$ cat config.mk
export PLATFORM = sky130hd
export DESIGN_NAME = dt1_decode_stage
export DESIGN_NICKNAME = d
export VERILOG_FILES = /design/src/rtl/dt1_ctrl_pkg.sv /design/src/rtl/dt1_ctrl_fifo.sv /design/src/rtl/dt1_decode_stage.sv
export SDC_FILE = /design/constraint.sdc
export NUM_CORES = 1
export LEC_CHECK = 0
export BUFFER_PORTS_ARGS = -buffer_cell sky130_fd_sc_hd__buf_2
export CAP_MARGIN = 20
export CORE_ASPECT_RATIO = 1.75
export CORE_UTILIZATION = 50
export CTS_CLUSTER_DIAMETER = 200
export DETAILED_ROUTE_END_ITERATION = 10
export PLACE_DENSITY = 0.74
export SYNTH_ARGS = -nofsm -noshare
export SYNTH_HDL_FRONTEND = slang
export SYNTH_HIERARCHICAL = 1
export SYNTH_SLANG_ARGS = --single-unit
$ cat constraint.sdc
create_clock -name clk -period 6.7 [get_ports clk]
set_input_delay 0.67 -clock clk [delete_from_list [all_inputs] [get_ports clk]]
set_output_delay 0.67 -clock clk [all_outputs]
set_load 0.01 [all_outputs]
$ cat src/rtl/dt1_ctrl_pkg.sv
`default_nettype none
// ============================================================================
// Module   : dt1_ctrl_pkg
// Purpose  : Shared definitions for the RV32I decode stage.
//            - Control-word field widths and positions.
//            - CTRL_* constants.
//            - Opcode constants.
//            - Trap cause enum.
//            - decode(): a pure function returning {ctrl, cause}.
// Ports    : none (package)
// Revision : 1.0 - initial release
// ============================================================================
package dt1_ctrl_pkg;

  localparam int CTRL_W  = 19;
  localparam int CAUSE_W = 2;

  // Field widths
  localparam int W_REGWR   = 1;
  localparam int W_IMMSRC  = 3;
  localparam int W_ALUASRC = 2;
  localparam int W_ALUBSRC = 1;
  localparam int W_MEMWR   = 2;
  localparam int W_RESSRC  = 2;
  localparam int W_BRANCH  = 1;
  localparam int W_ALUOP   = 2;
  localparam int W_JUMP    = 1;
  localparam int W_LS      = 3;
  localparam int W_PCTSRC  = 1;

  // Field LSB positions; RegWrite is the MSB and PCTargetALUSrc the LSB
  localparam int POS_PCTSRC  = 0;
  localparam int POS_LS      = POS_PCTSRC + W_PCTSRC;
  localparam int POS_JUMP    = POS_LS + W_LS;
  localparam int POS_ALUOP   = POS_JUMP + W_JUMP;
  localparam int POS_BRANCH  = POS_ALUOP + W_ALUOP;
  localparam int POS_RESSRC  = POS_BRANCH + W_BRANCH;
  localparam int POS_MEMWR   = POS_RESSRC + W_RESSRC;
  localparam int POS_ALUBSRC = POS_MEMWR + W_MEMWR;
  localparam int POS_ALUASRC = POS_ALUBSRC + W_ALUBSRC;
  localparam int POS_IMMSRC  = POS_ALUASRC + W_ALUASRC;
  localparam int POS_REGWR   = POS_IMMSRC + W_IMMSRC;

  typedef logic [CTRL_W-1:0] ctrl_t;

  typedef enum logic [CAUSE_W-1:0] {
    CAUSE_NONE    = 2'b00,
    CAUSE_ILLEGAL = 2'b01,
    CAUSE_ECALL   = 2'b10,
    CAUSE_EBREAK  = 2'b11
  } cause_e;

  typedef struct packed {
    ctrl_t  ctrl;
    cause_e cause;
  } dec_t;

  // Assembles a control word field by field so the constants below read
  // in the same order as the documented bit layout.
  function automatic ctrl_t mk_ctrl(
    input logic       rw,
    input logic [2:0] imm,
    input logic [1:0] asrc,
    input logic       bsrc,
    input logic [1:0] mw,
    input logic [1:0] res,
    input logic       br,
    input logic [1:0] aluop,
    input logic       jmp,
    input logic [2:0] ls,
    input logic       pct
  );
    ctrl_t c;
    c = '0;
    c[POS_REGWR   +: W_REGWR]   = rw;
    c[POS_IMMSRC  +: W_IMMSRC]  = imm;
    c[POS_ALUASRC +: W_ALUASRC] = asrc;
    c[POS_ALUBSRC +: W_ALUBSRC] = bsrc;
    c[POS_MEMWR   +: W_MEMWR]   = mw;
    c[POS_RESSRC  +: W_RESSRC]  = res;
    c[POS_BRANCH  +: W_BRANCH]  = br;
    c[POS_ALUOP   +: W_ALUOP]   = aluop;
    c[POS_JUMP    +: W_JUMP]    = jmp;
    c[POS_LS      +: W_LS]      = ls;
    c[POS_PCTSRC  +: W_PCTSRC]  = pct;
    return c;
  endfunction

  // LoadSize / MemWrite are zero in CTRL_LOAD / CTRL_STORE and filled in by decode()
  localparam ctrl_t CTRL_LOAD  = mk_ctrl(1'b1, 3'b000, 2'b00, 1'b1, 2'b00, 2'b01, 1'b0, 2'b00, 1'b0, 3'b000, 1'b0);
  localparam ctrl_t CTRL_STORE = mk_ctrl(1'b0, 3'b001, 2'b00, 1'b1, 2'b00, 2'b00, 1'b0, 2'b00, 1'b0, 3'b000, 1'b0);
  localparam ctrl_t CTRL_R     = mk_ctrl(1'b1, 3'b000, 2'b00, 1'b0, 2'b00, 2'b00, 1'b0, 2'b10, 1'b0, 3'b000, 1'b0);
  localparam ctrl_t CTRL_B     = mk_ctrl(1'b0, 3'b010, 2'b00, 1'b0, 2'b00, 2'b00, 1'b1, 2'b01, 1'b0, 3'b000, 1'b0);
  localparam ctrl_t CTRL_I     = mk_ctrl(1'b1, 3'b000, 2'b00, 1'b1, 2'b00, 2'b00, 1'b0, 2'b10, 1'b0, 3'b000, 1'b0);
  localparam ctrl_t CTRL_SH    = mk_ctrl(1'b1, 3'b100, 2'b00, 1'b1, 2'b00, 2'b00, 1'b0, 2'b10, 1'b0, 3'b000, 1'b0);
  localparam ctrl_t CTRL_JAL   = mk_ctrl(1'b1, 3'b011, 2'b00, 1'b0, 2'b00, 2'b10, 1'b0, 2'b00, 1'b1, 3'b000, 1'b0);
  localparam ctrl_t CTRL_LUI   = mk_ctrl(1'b1, 3'b101, 2'b01, 1'b1, 2'b00, 2'b00, 1'b0, 2'b00, 1'b0, 3'b000, 1'b0);
  localparam ctrl_t CTRL_AUIPC = mk_ctrl(1'b1, 3'b101, 2'b10, 1'b1, 2'b00, 2'b00, 1'b0, 2'b00, 1'b0, 3'b000, 1'b0);
  localparam ctrl_t CTRL_JALR  = mk_ctrl(1'b1, 3'b000, 2'b00, 1'b1, 2'b00, 2'b10, 1'b0, 2'b00, 1'b1, 3'b000, 1'b1);

  localparam logic [6:0] OP_BUBBLE = 7'b0000000;
  localparam logic [6:0] OP_LOAD   = 7'b0000011;
  localparam logic [6:0] OP_FENCE  = 7'b0001111;
  localparam logic [6:0] OP_IALU   = 7'b0010011;
  localparam logic [6:0] OP_AUIPC  = 7'b0010111;
  localparam logic [6:0] OP_STORE  = 7'b0100011;
  localparam logic [6:0] OP_RTYPE  = 7'b0110011;
  localparam logic [6:0] OP_LUI    = 7'b0110111;
  localparam logic [6:0] OP_BRANCH = 7'b1100011;
  localparam logic [6:0] OP_JALR   = 7'b1100111;
  localparam logic [6:0] OP_JAL    = 7'b1101111;
  localparam logic [6:0] OP_SYSTEM = 7'b1110011;

  localparam logic [6:0]  F7_ZERO = 7'b0000000;
  localparam logic [6:0]  F7_ALT  = 7'b0100000;
  localparam logic [31:0] INSTR_ECALL  = 32'h0000_0073;
  localparam logic [31:0] INSTR_EBREAK = 32'h0010_0073;

  function automatic dec_t decode(input logic [31:0] instr, input logic check_funct7);
    dec_t       d;
    logic       ok;
    logic [6:0] op;
    logic [2:0] f3;
    logic [6:0] f7;
    op      = instr[6:0];
    f3      = instr[14:12];
    f7      = instr[31:25];
    ok      = 1'b1;
    d.ctrl  = '0;
    d.cause = CAUSE_NONE;
    case (op)
      OP_BUBBLE: ;
      OP_LOAD: begin
        d.ctrl = CTRL_LOAD;
        case (f3)
          3'b010:  d.ctrl[POS_LS +: W_LS] = 3'b000; // lw
          3'b000:  d.ctrl[POS_LS +: W_LS] = 3'b001; // lb
          3'b100:  d.ctrl[POS_LS +: W_LS] = 3'b010; // lbu
          3'b001:  d.ctrl[POS_LS +: W_LS] = 3'b011; // lh
          3'b101:  d.ctrl[POS_LS +: W_LS] = 3'b100; // lhu
          default: ok = 1'b0;
        endcase
      end
      OP_STORE: begin
        d.ctrl = CTRL_STORE;
        case (f3)
          3'b010:  d.ctrl[POS_MEMWR +: W_MEMWR] = 2'b01; // sw
          3'b001:  d.ctrl[POS_MEMWR +: W_MEMWR] = 2'b10; // sh
          3'b000:  d.ctrl[POS_MEMWR +: W_MEMWR] = 2'b11; // sb
          default: ok = 1'b0;
        endcase
      end
      OP_RTYPE: begin
        d.ctrl = CTRL_R;
        // funct7 0100000 only exists for sub (000) and sra (101)
        if (check_funct7 && !((f7 == F7_ZERO) ||
            ((f7 == F7_ALT) && ((f3 == 3'b000) || (f3 == 3'b101)))))
          ok = 1'b0;
      end
      OP_BRANCH: begin
        d.ctrl = CTRL_B;
        if ((f3 == 3'b010) || (f3 == 3'b011)) ok = 1'b0;
      end
      OP_IALU: begin
        if (f3 == 3'b001) begin
          d.ctrl = CTRL_SH;
          if (check_funct7 && (f7 != F7_ZERO)) ok = 1'b0;
        end else if (f3 == 3'b101) begin
          d.ctrl = CTRL_SH;
          if (check_funct7 && (f7 != F7_ZERO) && (f7 != F7_ALT)) ok = 1'b0;
        end else begin
          d.ctrl = CTRL_I;
        end
      end
      OP_JAL:   d.ctrl = CTRL_JAL;
      OP_LUI:   d.ctrl = CTRL_LUI;
      OP_AUIPC: d.ctrl = CTRL_AUIPC;
      OP_JALR: begin
        d.ctrl = CTRL_JALR;
        if (f3 != 3'b000) ok = 1'b0;
      end
      OP_FENCE: begin
        if (f3 != 3'b000) ok = 1'b0;
      end
      OP_SYSTEM: begin
        if (instr == INSTR_ECALL)       d.cause = CAUSE_ECALL;
        else if (instr == INSTR_EBREAK) d.cause = CAUSE_EBREAK;
        else                            ok = 1'b0;
      end
      default: ok = 1'b0;
    endcase
    if (!ok) begin
      d.ctrl  = '0;
      d.cause = CAUSE_ILLEGAL;
    end
    return d;
  endfunction

endpackage
`default_nettype wire

$ cat src/rtl/dt1_ctrl_fifo.sv
`default_nettype none
// ============================================================================
// Module   : dt1_ctrl_fifo
// Purpose  : Generic DEPTH x W synchronous FIFO with a synchronous flush.
//            Read data is the head entry, forced to zero when empty.
// Ports    : clk, reset     - clock, synchronous active-high reset
//            flush          - empties the FIFO; overrides push/pop
//            push_i, wdata_i- write request and data
//            pop_i          - read request
//            rdata_o        - head entry (0 when empty)
//            full_o, empty_o- occupancy flags
// Revision : 1.0 - initial release
// ============================================================================
module dt1_ctrl_fifo #(
  parameter int DEPTH = 2,
  parameter int W     = 8
) (
  input  logic         clk,
  input  logic         reset,
  input  logic         flush,
  input  logic         push_i,
  input  logic [W-1:0] wdata_i,
  input  logic         pop_i,
  output logic [W-1:0] rdata_o,
  output logic         full_o,
  output logic         empty_o
);

  localparam int PTR_W    = (DEPTH > 1) ? $clog2(DEPTH) : 1;
  localparam int CNT_BITS = $clog2(DEPTH + 1);

  logic [W-1:0]        mem_q [DEPTH];
  logic [PTR_W-1:0]    wr_ptr_q, wr_ptr_d;
  logic [PTR_W-1:0]    rd_ptr_q, rd_ptr_d;
  logic [CNT_BITS-1:0] count_q, count_d;
  logic                w_do_push;
  logic                w_do_pop;

  assign full_o    = (count_q == CNT_BITS'(DEPTH));
  assign empty_o   = (count_q == '0);
  assign w_do_push = push_i && !full_o && !flush;
  assign w_do_pop  = pop_i && !empty_o && !flush;
  assign rdata_o   = empty_o ? '0 : mem_q[rd_ptr_q];

  // DEPTH is a power of two, so natural pointer overflow wraps modulo DEPTH.
  always_comb begin
    wr_ptr_d = wr_ptr_q;
    rd_ptr_d = rd_ptr_q;
    count_d  = count_q;
    if (flush) begin
      wr_ptr_d = '0;
      rd_ptr_d = '0;
      count_d  = '0;
    end else begin
      if (w_do_push) wr_ptr_d = wr_ptr_q + PTR_W'(1);
      if (w_do_pop)  rd_ptr_d = rd_ptr_q + PTR_W'(1);
      case ({w_do_push, w_do_pop})
        2'b10:   count_d = count_q + CNT_BITS'(1);
        2'b01:   count_d = count_q - CNT_BITS'(1);
        default: count_d = count_q;
      endcase
    end
  end

  always_ff @(posedge clk) begin
    if (reset) begin
      wr_ptr_q <= '0;
      rd_ptr_q <= '0;
      count_q  <= '0;
    end else begin
      wr_ptr_q <= wr_ptr_d;
      rd_ptr_q <= rd_ptr_d;
      count_q  <= count_d;
    end
  end

  // Storage carries no reset; empty entries are masked on the read side.
  always_ff @(posedge clk) begin
    if (w_do_push) mem_q[wr_ptr_q] <= wdata_i;
  end

endmodule
`default_nettype wire

$ cat src/rtl/dt1_decode_stage.sv
`default_nettype none
// ============================================================================
// Module   : dt1_decode_stage
// Purpose  : Registered, handshaked RV32I decode stage between fetch and
//            execute. Decodes at push time, buffers {ctrl, cause, instr, pc}
//            in a FIFO, halts intake on a trap until flushed, and keeps a
//            saturating illegal-instruction count.
// Ports    : clk, reset                    - clock, synchronous active-high reset
//            flush                         - empty FIFO, return to RUN
//            in_valid/in_ready/in_instr/in_pc - fetch-side handshake
//            out_valid/out_ready           - execute-side handshake
//            out_ctrl/out_instr/out_pc/out_cause - head entry (0 when empty)
//            halted                        - trap seen, waiting for flush
//            illegal_count                 - saturating illegal counter
// Revision : 1.0 - initial release
// ============================================================================
module dt1_decode_stage
  import dt1_ctrl_pkg::*;
#(
  parameter int DEPTH        = 2,
  parameter int CHECK_FUNCT7 = 1,
  parameter int CNT_W        = 16
) (
  input  logic             clk,
  input  logic             reset,
  input  logic             flush,
  input  logic             in_valid,
  output logic             in_ready,
  input  logic [31:0]      in_instr,
  input  logic [31:0]      in_pc,
  output logic             out_valid,
  input  logic             out_ready,
  output logic [18:0]      out_ctrl,
  output logic [31:0]      out_instr,
  output logic [31:0]      out_pc,
  output logic [1:0]       out_cause,
  output logic             halted,
  output logic [CNT_W-1:0] illegal_count
);

  localparam int ENTRY_W = CTRL_W + CAUSE_W + 32 + 32;

  typedef enum logic {
    ST_RUN    = 1'b0,
    ST_HALTED = 1'b1
  } state_e;

  state_e             state_q, state_d;
  logic [CNT_W-1:0]   illegal_count_q, illegal_count_d;
  dec_t               w_dec;
  logic               w_full;
  logic               w_empty;
  logic               w_push;
  logic               w_pop;
  logic               w_push_acc;
  logic [ENTRY_W-1:0] w_wr_entry;
  logic [ENTRY_W-1:0] w_rd_entry;

  assign w_dec      = decode(in_instr, CHECK_FUNCT7 != 0);
  assign in_ready   = !w_full && (state_q == ST_RUN);
  assign w_push     = in_valid && in_ready;
  assign w_pop      = out_valid && out_ready;
  // A push coinciding with flush is discarded, so it must not trap or count.
  assign w_push_acc = w_push && !flush;
  assign w_wr_entry = {w_dec.ctrl, w_dec.cause, in_instr, in_pc};

  dt1_ctrl_fifo #(
    .DEPTH (DEPTH),
    .W     (ENTRY_W)
  ) u_fifo (
    .clk     (clk),
    .reset   (reset),
    .flush   (flush),
    .push_i  (w_push),
    .wdata_i (w_wr_entry),
    .pop_i   (w_pop),
    .rdata_o (w_rd_entry),
    .full_o  (w_full),
    .empty_o (w_empty)
  );

  assign out_valid = !w_empty;
  assign {out_ctrl, out_cause, out_instr, out_pc} = w_rd_entry;
  assign halted        = (state_q == ST_HALTED);
  assign illegal_count = illegal_count_q;

  always_comb begin
    state_d         = state_q;
    illegal_count_d = illegal_count_q;
    if (flush) begin
      state_d = ST_RUN;
    end else if (w_push_acc && (w_dec.cause != CAUSE_NONE)) begin
      state_d = ST_HALTED;
    end
    if (w_push_acc && (w_dec.cause == CAUSE_ILLEGAL) && (illegal_count_q != '1))
      illegal_count_d = illegal_count_q + CNT_W'(1);
  end

  always_ff @(posedge clk) begin
    if (reset) begin
      state_q         <= ST_RUN;
      illegal_count_q <= '0;
    end else begin
      state_q         <= state_d;
      illegal_count_q <= illegal_count_d;
    end
  end

endmodule
`default_nettype wire
==> impl_metrics.tcl, run 1 <==
set metrics [dict create \
    outcome "finished, final reports clean" \
    grtUsageMet2_pct 38.52 \
    synth_seq_cells 192 \
    wirelength_um 16740 \
    clk_pin_slew_ns 0.08 \
    grt_pass1_vias 5210 \
    antenna_left 0 \
    drcViolationCount 0 \
    synth_edf_count 170 \
    p_sw_uw 562.5 \
    power.share.sequential_pct 55.1 \
    finalSetupViolCount 0 \
    rsz0062_at_grt "no" \
    dp_hpwl_um 11250 \
    antenna_found_initial 0 \
    use_met3_pct 4.377 \
    setup_tns_ns 0 \
    cts_tree "built" \
    track_usage_pct 20.83 \
    combPwrFrac_pct 5.4 \
    cp_cell_sequence "buf_4 -> mux2i_1 -> nor2_1 -> buf_2" \
    cts_max_level 4 \
    post_dp_cell_area_sq_um 8960 \
    synth_top_area_share_pct 63.98 \
    fin_crit_ns 3.295 \
    final_util_pct 62.01 \
    cp-start-kind "register" \
    dieArea_sq_um 16490 \
    cts_setup_buffers 0 \
    layout_setup_ws_ns 3.405 \
    nets 819 \
    hold_start "in_pc[21]" \
    powerDensity_nw_per_um2 254.8 \
    yosys_warnings 6 \
    cts_hold_buf 0 \
    num_antenna_cells 0 \
    overflow 0 \
    grt_max_degree 88 \
    globalRoute.busiestLayer "met2" \
    syn_inst 581 \
    fin_area_sq_um 9590 \
    avgRoutedWirePerCell_um 17.68 \
    critPathKind "reg2out" \
    pin_count 173 \
    synthArstFlopShare_pct 0 \
    finalHoldViolations 0 \
    fmax_mhz 303.5 \
    ir_drop_v 0.0001573 \
    synth_sequential_area_ratio_pct 69.50 \
    internal-power_mw 1.881 \
    syn_to_final_growth_pct 20.20 \
    die_w_um 97.49 \
    cts_resized 0 \
    place_congestion 0.8748 \
    worstPathArrival_ns 2.63 \
    grt_pass1_wl_um 26520 \
    final.setup_skew_ns 0.01603 \
    slew_viol_final 0 \
    pwr-share-clk_pct 39.5 \
    vias 5194 \
    slew_headroom_pct 38.34 \
    p_sw_share_pct 23.02 \
    ys_top_cells_by_area "edfxtp_1 (64%), mux2i_1 (11%), dfxtp_1 (5.5%)" \
    yosysTopAreaCell "edfxtp_1" \
    clockBufferDepth 2 \
    synth_nets 652 \
    row_count 60 \
    grt_use_met1_pct 22.95 \
    numPortBuffers 172 \
    path_delay_family "buffers and inverters" \
    synthFlopType "edfxtp_1" \
    first_pass_iters 7 \
    hold_path.class "in2reg" \
    r2r_start "u_fifo/count_q[0]$_SDFFE_PP0P_" \
    critical_path.max_fanout 49 \
    cts_made_buffers 17 \
    leakagePower_nw 3.434 \
    drt-initial-drc-count 304 \
    syn-cell-area_sq_um 7979 \
    vias_per_cell 5.485 \
    avgSynthCellArea_sq_um 13.73 \
    worst_slew_pin_slew_ns 0.9248 \
    crit_path_end_kind "output port" \
    max_stage_delay_ns 0.77 \
    nFillCells 1246 \
    drive_gt1_share_pct 28.65 \
    clock_sinks 192 \
    finalCritPeriodShare_pct 49.18 \
    die_h_um 169.1 \
    initial_core_util_pct 51.59 \
    worstPathRequired_ns 6.03 \
    place_ws_ns 3.614 \
    max-cap-violations 0 \
    cp_num_buf_inv 2 \
    cts_root_buf "clkbuf_16" \
    cp_slowest_cell "buf_4" \
    core_area_sq_um 15460 \
    synth_cell_types 48 \
    clk_latency_ns 0.43 \
]
-- layer usage --
| metal | wire (um) | vias to the layer above |
|---|---|---|
| li1 | - | 2482 |
| met1 | 6145 | 2515 |
| met2 | 9277 | 168 |
| met3 | 844 | 29 |
| met4 | 477 | 0 |
| met5 | 0 | - |
-- worst paths after layout --
path                                    endpoint  slack [ns]  cells after the start
setup / recovery                    out_ctrl[12]        3.40                      4
hold / removal     u_fifo/mem_q[0][21]$_DFFE_PP_        0.42                      1
setup reg to reg  illegal_count[15]$_SDFFE_PP0P_        4.06                      9
hold reg to reg   illegal_count[15]$_SDFFE_PP0P_        0.51                      2
-- per-stage QoR --
step	instances	hold slack, ns	power [mW]
6_report	947	0.4212	2.443
3_5_place_dp	913	0.4952	1.504
2_1_floorplan	581	0.4725	1.444
3_3_place_gp	913	0.4809	1.498
4_1_cts	945	0.4065	2.462
5_1_grt	947	0.4084	2.533
-- sequential cells by signal, indices dropped and copies added (netlist names), named ones only --
register and flops:
u_fifo/mem_q 170, u_fifo/rd_ptr_q 1, halted 1, illegal_count 16, u_fifo/count_q 2, u_fifo/wr_ptr_q 1
-- Yosys cell counts, drive strengths merged, types with 3 or more instances --
master,n
dfxtp,22
mux2i,86
nand4,6
nor4,13
xnor2,8
nor3b,4
nand3,9
or3,11
nor2,115
nand2,16
nor3,12
inv,10
a21o,3
o21ai,13
clkbuf,6
a21oi,16
nor2b,5
buf,24
edfxtp,170
-- layout make-up --
cell class / count / area [sq um] / share of cell area [%]
Sequential cell: 192 / 5549 / 57.86
Multi-Input combinational cell: 349 / 2250 / 23.46
Clock inverter: 14 / 146.4 / 1.526
Clock buffer: 18 / 429.2 / 4.475
Inverter: 10 / 37.54 / 0.3914
Timing Repair Buffer: 178 / 945.9 / 9.863
Tap cell: 186 / 232.7 / 2.427
-- power groups by stage --
stage | sequential (mW) | clock, mW | combinational [mW]
3_5_place_dp | 1.37 | 0 | 0.131
2_1_floorplan | 1.37 | 0 | 0.0688
5_1_grt | 1.35 | 1.04 | 0.146
6_report | 1.35 | 0.965 | 0.132
4_1_cts | 1.35 | 0.984 | 0.131
3_3_place_gp | 1.37 | 0 | 0.127
-- cells by family (layout without fill, tap and decap cells) --
group	Yosys count	in the layout	synth area share [%]
AOI/OAI and AO/OA	42	42	3.183
xor gates and xnor gates	10	10	1.098
buffers and inverters	40	220	2.587
adders and majority gates	2	2	0.3136
and+or+nand+nor	209	209	12.53
muxes	86	86	10.79
DFF	192	192	69.50
-- cells in the final DEF (no fill, tap or decap), types with 2 or more instances in the layout --
| cell | count |
|---|---|
| clkinvlp_4 | 3 |
| nor2_4 | 3 |
| o21ai_0 | 12 |
| nor3b_1 | 4 |
| buf_2 | 172 |
| o211ai_1 | 2 |
| nor2b_1 | 5 |
| a21o_1 | 3 |
| ha_1 | 2 |
| xnor2_1 | 8 |
| edfxtp_1 | 170 |
| and3_1 | 2 |
| a21oi_1 | 16 |
| or3_1 | 10 |
| nand4b_1 | 2 |
| or4_1 | 2 |
| xor2_1 | 2 |
| nand3b_1 | 2 |
| nand3_1 | 9 |
| nand2_1 | 16 |
| mux2i_1 | 86 |
| dfxtp_1 | 21 |
| inv_8 | 5 |
| clkinv_4 | 3 |
| inv_1 | 9 |
| nand4_1 | 6 |
| nor3_1 | 12 |
| buf_16 | 2 |
| buf_4 | 4 |
| nor4_1 | 13 |
| nor2_1 | 112 |
| clkbuf_16 | 17 |
| nand2b_1 | 2 |
| clkinv_8 | 2 |
Power figures use the tool's default switching activity.
==> run 2, diff against run 1 <==
==> constraint.sdc (replaced) <==
create_clock -name clk -period 3.2 [get_ports clk]
set_input_delay 0.32 -clock clk [delete_from_list [all_inputs] [get_ports clk]]
set_output_delay 0.32 -clock clk [all_outputs]
set_load 0.01 [all_outputs]
==> run 2 against run 1 <==
Hold slack worse by 0.34 ns. Sequential power up 110%. Design area up 0.13%. Flip-flop and latch count unchanged. Clock skew down 0.00089 ns. Critical path depth up 5. Non-clock buffer count up 2. Largest power group unchanged. Global-route usage down 0.26 points.
==> impl_metrics.tcl, run 2 (synthesized netlist as in run 1, its figures left out) <==
set metrics [dict create \
    outcome "finished, final reports clean" \
    initial_core_util_pct 51.59 \
    cts_made_buffers 17 \
    die_h_um 169.1 \
    cp-start-kind "register" \
    critPathKind "reg2reg" \
    track_usage_pct 20.57 \
    r2r_start "u_fifo/count_q[0]$_SDFFE_PP0P_" \
    cts_max_level 4 \
    pin_count 173 \
    layout_setup_ws_ns 0.6670 \
    vias_per_cell 5.501 \
    wirelength_um 16740 \
    grt_max_degree 86 \
    grt_pass1_vias 5272 \
    ff2ff_setup_slack_ns 0.67 \
    die_w_um 97.49 \
    cts_resized 0 \
    dieArea_sq_um 16490 \
    power.share.sequential_pct 54.9 \
    fin_crit_ns 2.533 \
    largest_register "u_fifo/mem_q" \
    numPortBuffers 172 \
    dp_hpwl_um 11590 \
    leakagePower_nw 3.440 \
    vias 5215 \
    worstPathArrival_ns 2.88 \
    max-cap-violations 0 \
    slew_viol_final 0 \
    largest_reg_flops 170 \
    overflow 0 \
    place_congestion 0.8653 \
    avgRoutedWirePerCell_um 17.65 \
    antenna_left 0 \
    setup_tns_ns 0 \
    num_antenna_cells 0 \
    ir_drop_v 0.0003483 \
    finalSetupViolCount 0 \
    critical_path.max_fanout 6 \
    cts_root_buf "clkbuf_16" \
    worstPathRequired_ns 3.55 \
    grt_pass1_wl_um 26210 \
    max_stage_delay_ns 0.46 \
    hold_path.class "in2reg" \
    combPwrFrac_pct 5.4 \
    fmax_mhz 394.8 \
    clk_latency_ns 0.42 \
    internal-power_mw 4.001 \
    antenna_found_initial 0 \
    drcViolationCount 0 \
    cp_cell_sequence "nand2b_1 -> inv_1 -> nor2_1 -> nand2_1 -> nor3_1 -> nand4b_1 -> or3_4 -> or3_1 -> a21oi_1" \
    clock_sinks 192 \
    final_common_cell "buf_2" \
    finalHoldViolations 0 \
    core_area_sq_um 15460 \
    worstReg2RegEnd "illegal_count[15]$_SDFFE_PP0P_" \
    finalCritPeriodShare_pct 79.16 \
    clockBufferDepth 2 \
    cp_slowest_cell "dfxtp_1" \
    whs_path_depth 1 \
    place_ws_ns 0.4923 \
    first_pass_iters 5 \
    row_count 60 \
    hold-path-endpoint "u_fifo/mem_q[0][21]$_DFFE_PP_" \
    clk_pin_slew_ns 0.07 \
    rsz0062_at_grt "no" \
    powerDensity_nw_per_um2 534.0 \
    hold_start "in_pc[21]" \
    syn_to_final_growth_pct 20.35 \
    cts_tree "built" \
    nets 821 \
    rr_worst_depth 9 \
    drive_gt1_share_pct 28.74 \
    cts_hold_buf 0 \
    p_sw_mw 1.128 \
    cts_setup_buffers 0 \
    most-common-layout-cells "buf_2 (172), edfxtp_1 (170), nor2_1 (112)" \
    slew_headroom_pct 59.19 \
    crit_path_end_kind "register" \
    drt-initial-drc-count 343 \
    pwr-share-clk_pct 39.6 \
    final.setup_skew_ns 0.01515 \
    worst_slew_pin_slew_ns 0.6075 \
    p_sw_share_pct 21.99 \
]
-- run 2: changes by cell type in the layout (fill, tap and decap cells not counted) --
cell,change
bufinv_16,+1
buf_12,+3
inv_6,+3
buf_16,-2
buf_4,+1
clkinv_8,-1
inv_8,-2
clkinv_4,-2
-- run 2: worst max path at each step --
stage,from,to
global route,u_fifo/count_q[0]$_SDFFE_PP0P_,illegal_count[5]$_SDFFE_PP0P_
detailed placement,in_instr[3],illegal_count[2]$_SDFFE_PP0P_
global placement,in_instr[3],illegal_count[14]$_SDFFE_PP0P_
CTS,u_fifo/count_q[0]$_SDFFE_PP0P_,illegal_count[15]$_SDFFE_PP0P_
floorplan,u_fifo/count_q[0]$_SDFFE_PP0P_,u_fifo/mem_q[1][0]$_DFFE_PP_
finish,u_fifo/count_q[0]$_SDFFE_PP0P_,illegal_count[15]$_SDFFE_PP0P_
-- run 2: worst max-delay path: cells and delay by family (launching register included) --
family,cells,cell delay [ns]
AOI/OAI and AO/OA,1,0.13
buffers and inverters,1,0.06
DFF,1,0.46
and+or+nand+nor,7,1.82
-- run 2: routing by layer --
| metal | track usage [%] | up-vias | routed length [um] |
|---|---|---|---|
| met1 | 22.61 | 2518 | 6402 |
| li1 | - | 2482 | - |
| met3 | 4.624 | 34 | 793 |
| met4 | 9.207 | 0 | 503 |
| met5 | 0 | - | 0 |
| met2 | 37.55 | 181 | 9036 |
-- run 2: area by class of cell --
cell class              instances  area (sq um)
fillers                      1165          5862
multi-input cells             349          2250
repair buffers                180         958.4
clock buffers                  18         429.2
well taps                     186         232.7
clock inverters                13         146.4
flip-flops and latches        192          5549
inverters                      10         37.54
-- run 2: metrics by stage --
| stage | cell area [sq um] | power, mW | util (%) | hold slack, ns | cells |
|---|---|---|---|---|---|
| after floorplan | 7984 | 3.019 | - | 0.3993 | 581 |
| after global placement | 9027 | 3.140 | 58.37 | 0.4854 | 917 |
| after detailed placement | 9027 | 3.153 | 58.37 | 0.4921 | 917 |
| after CTS | 9603 | 5.173 | 62.10 | 0.06927 | 948 |
| after global routing | 9603 | 5.304 | 62.10 | 0.06690 | 948 |
| final | 9603 | 5.128 | 62.10 | 0.08429 | 948 |
-- run 2: power by group through the flow --
stage	sequential (mW)	clock, mW	combinational, mW
2_1_floorplan	2.87	0	0.145
3_3_place_gp	2.87	0	0.270
3_5_place_dp	2.87	0	0.280
4_1_cts	2.82	2.07	0.281
5_1_grt	2.82	2.17	0.307
6_report	2.82	2.03	0.278
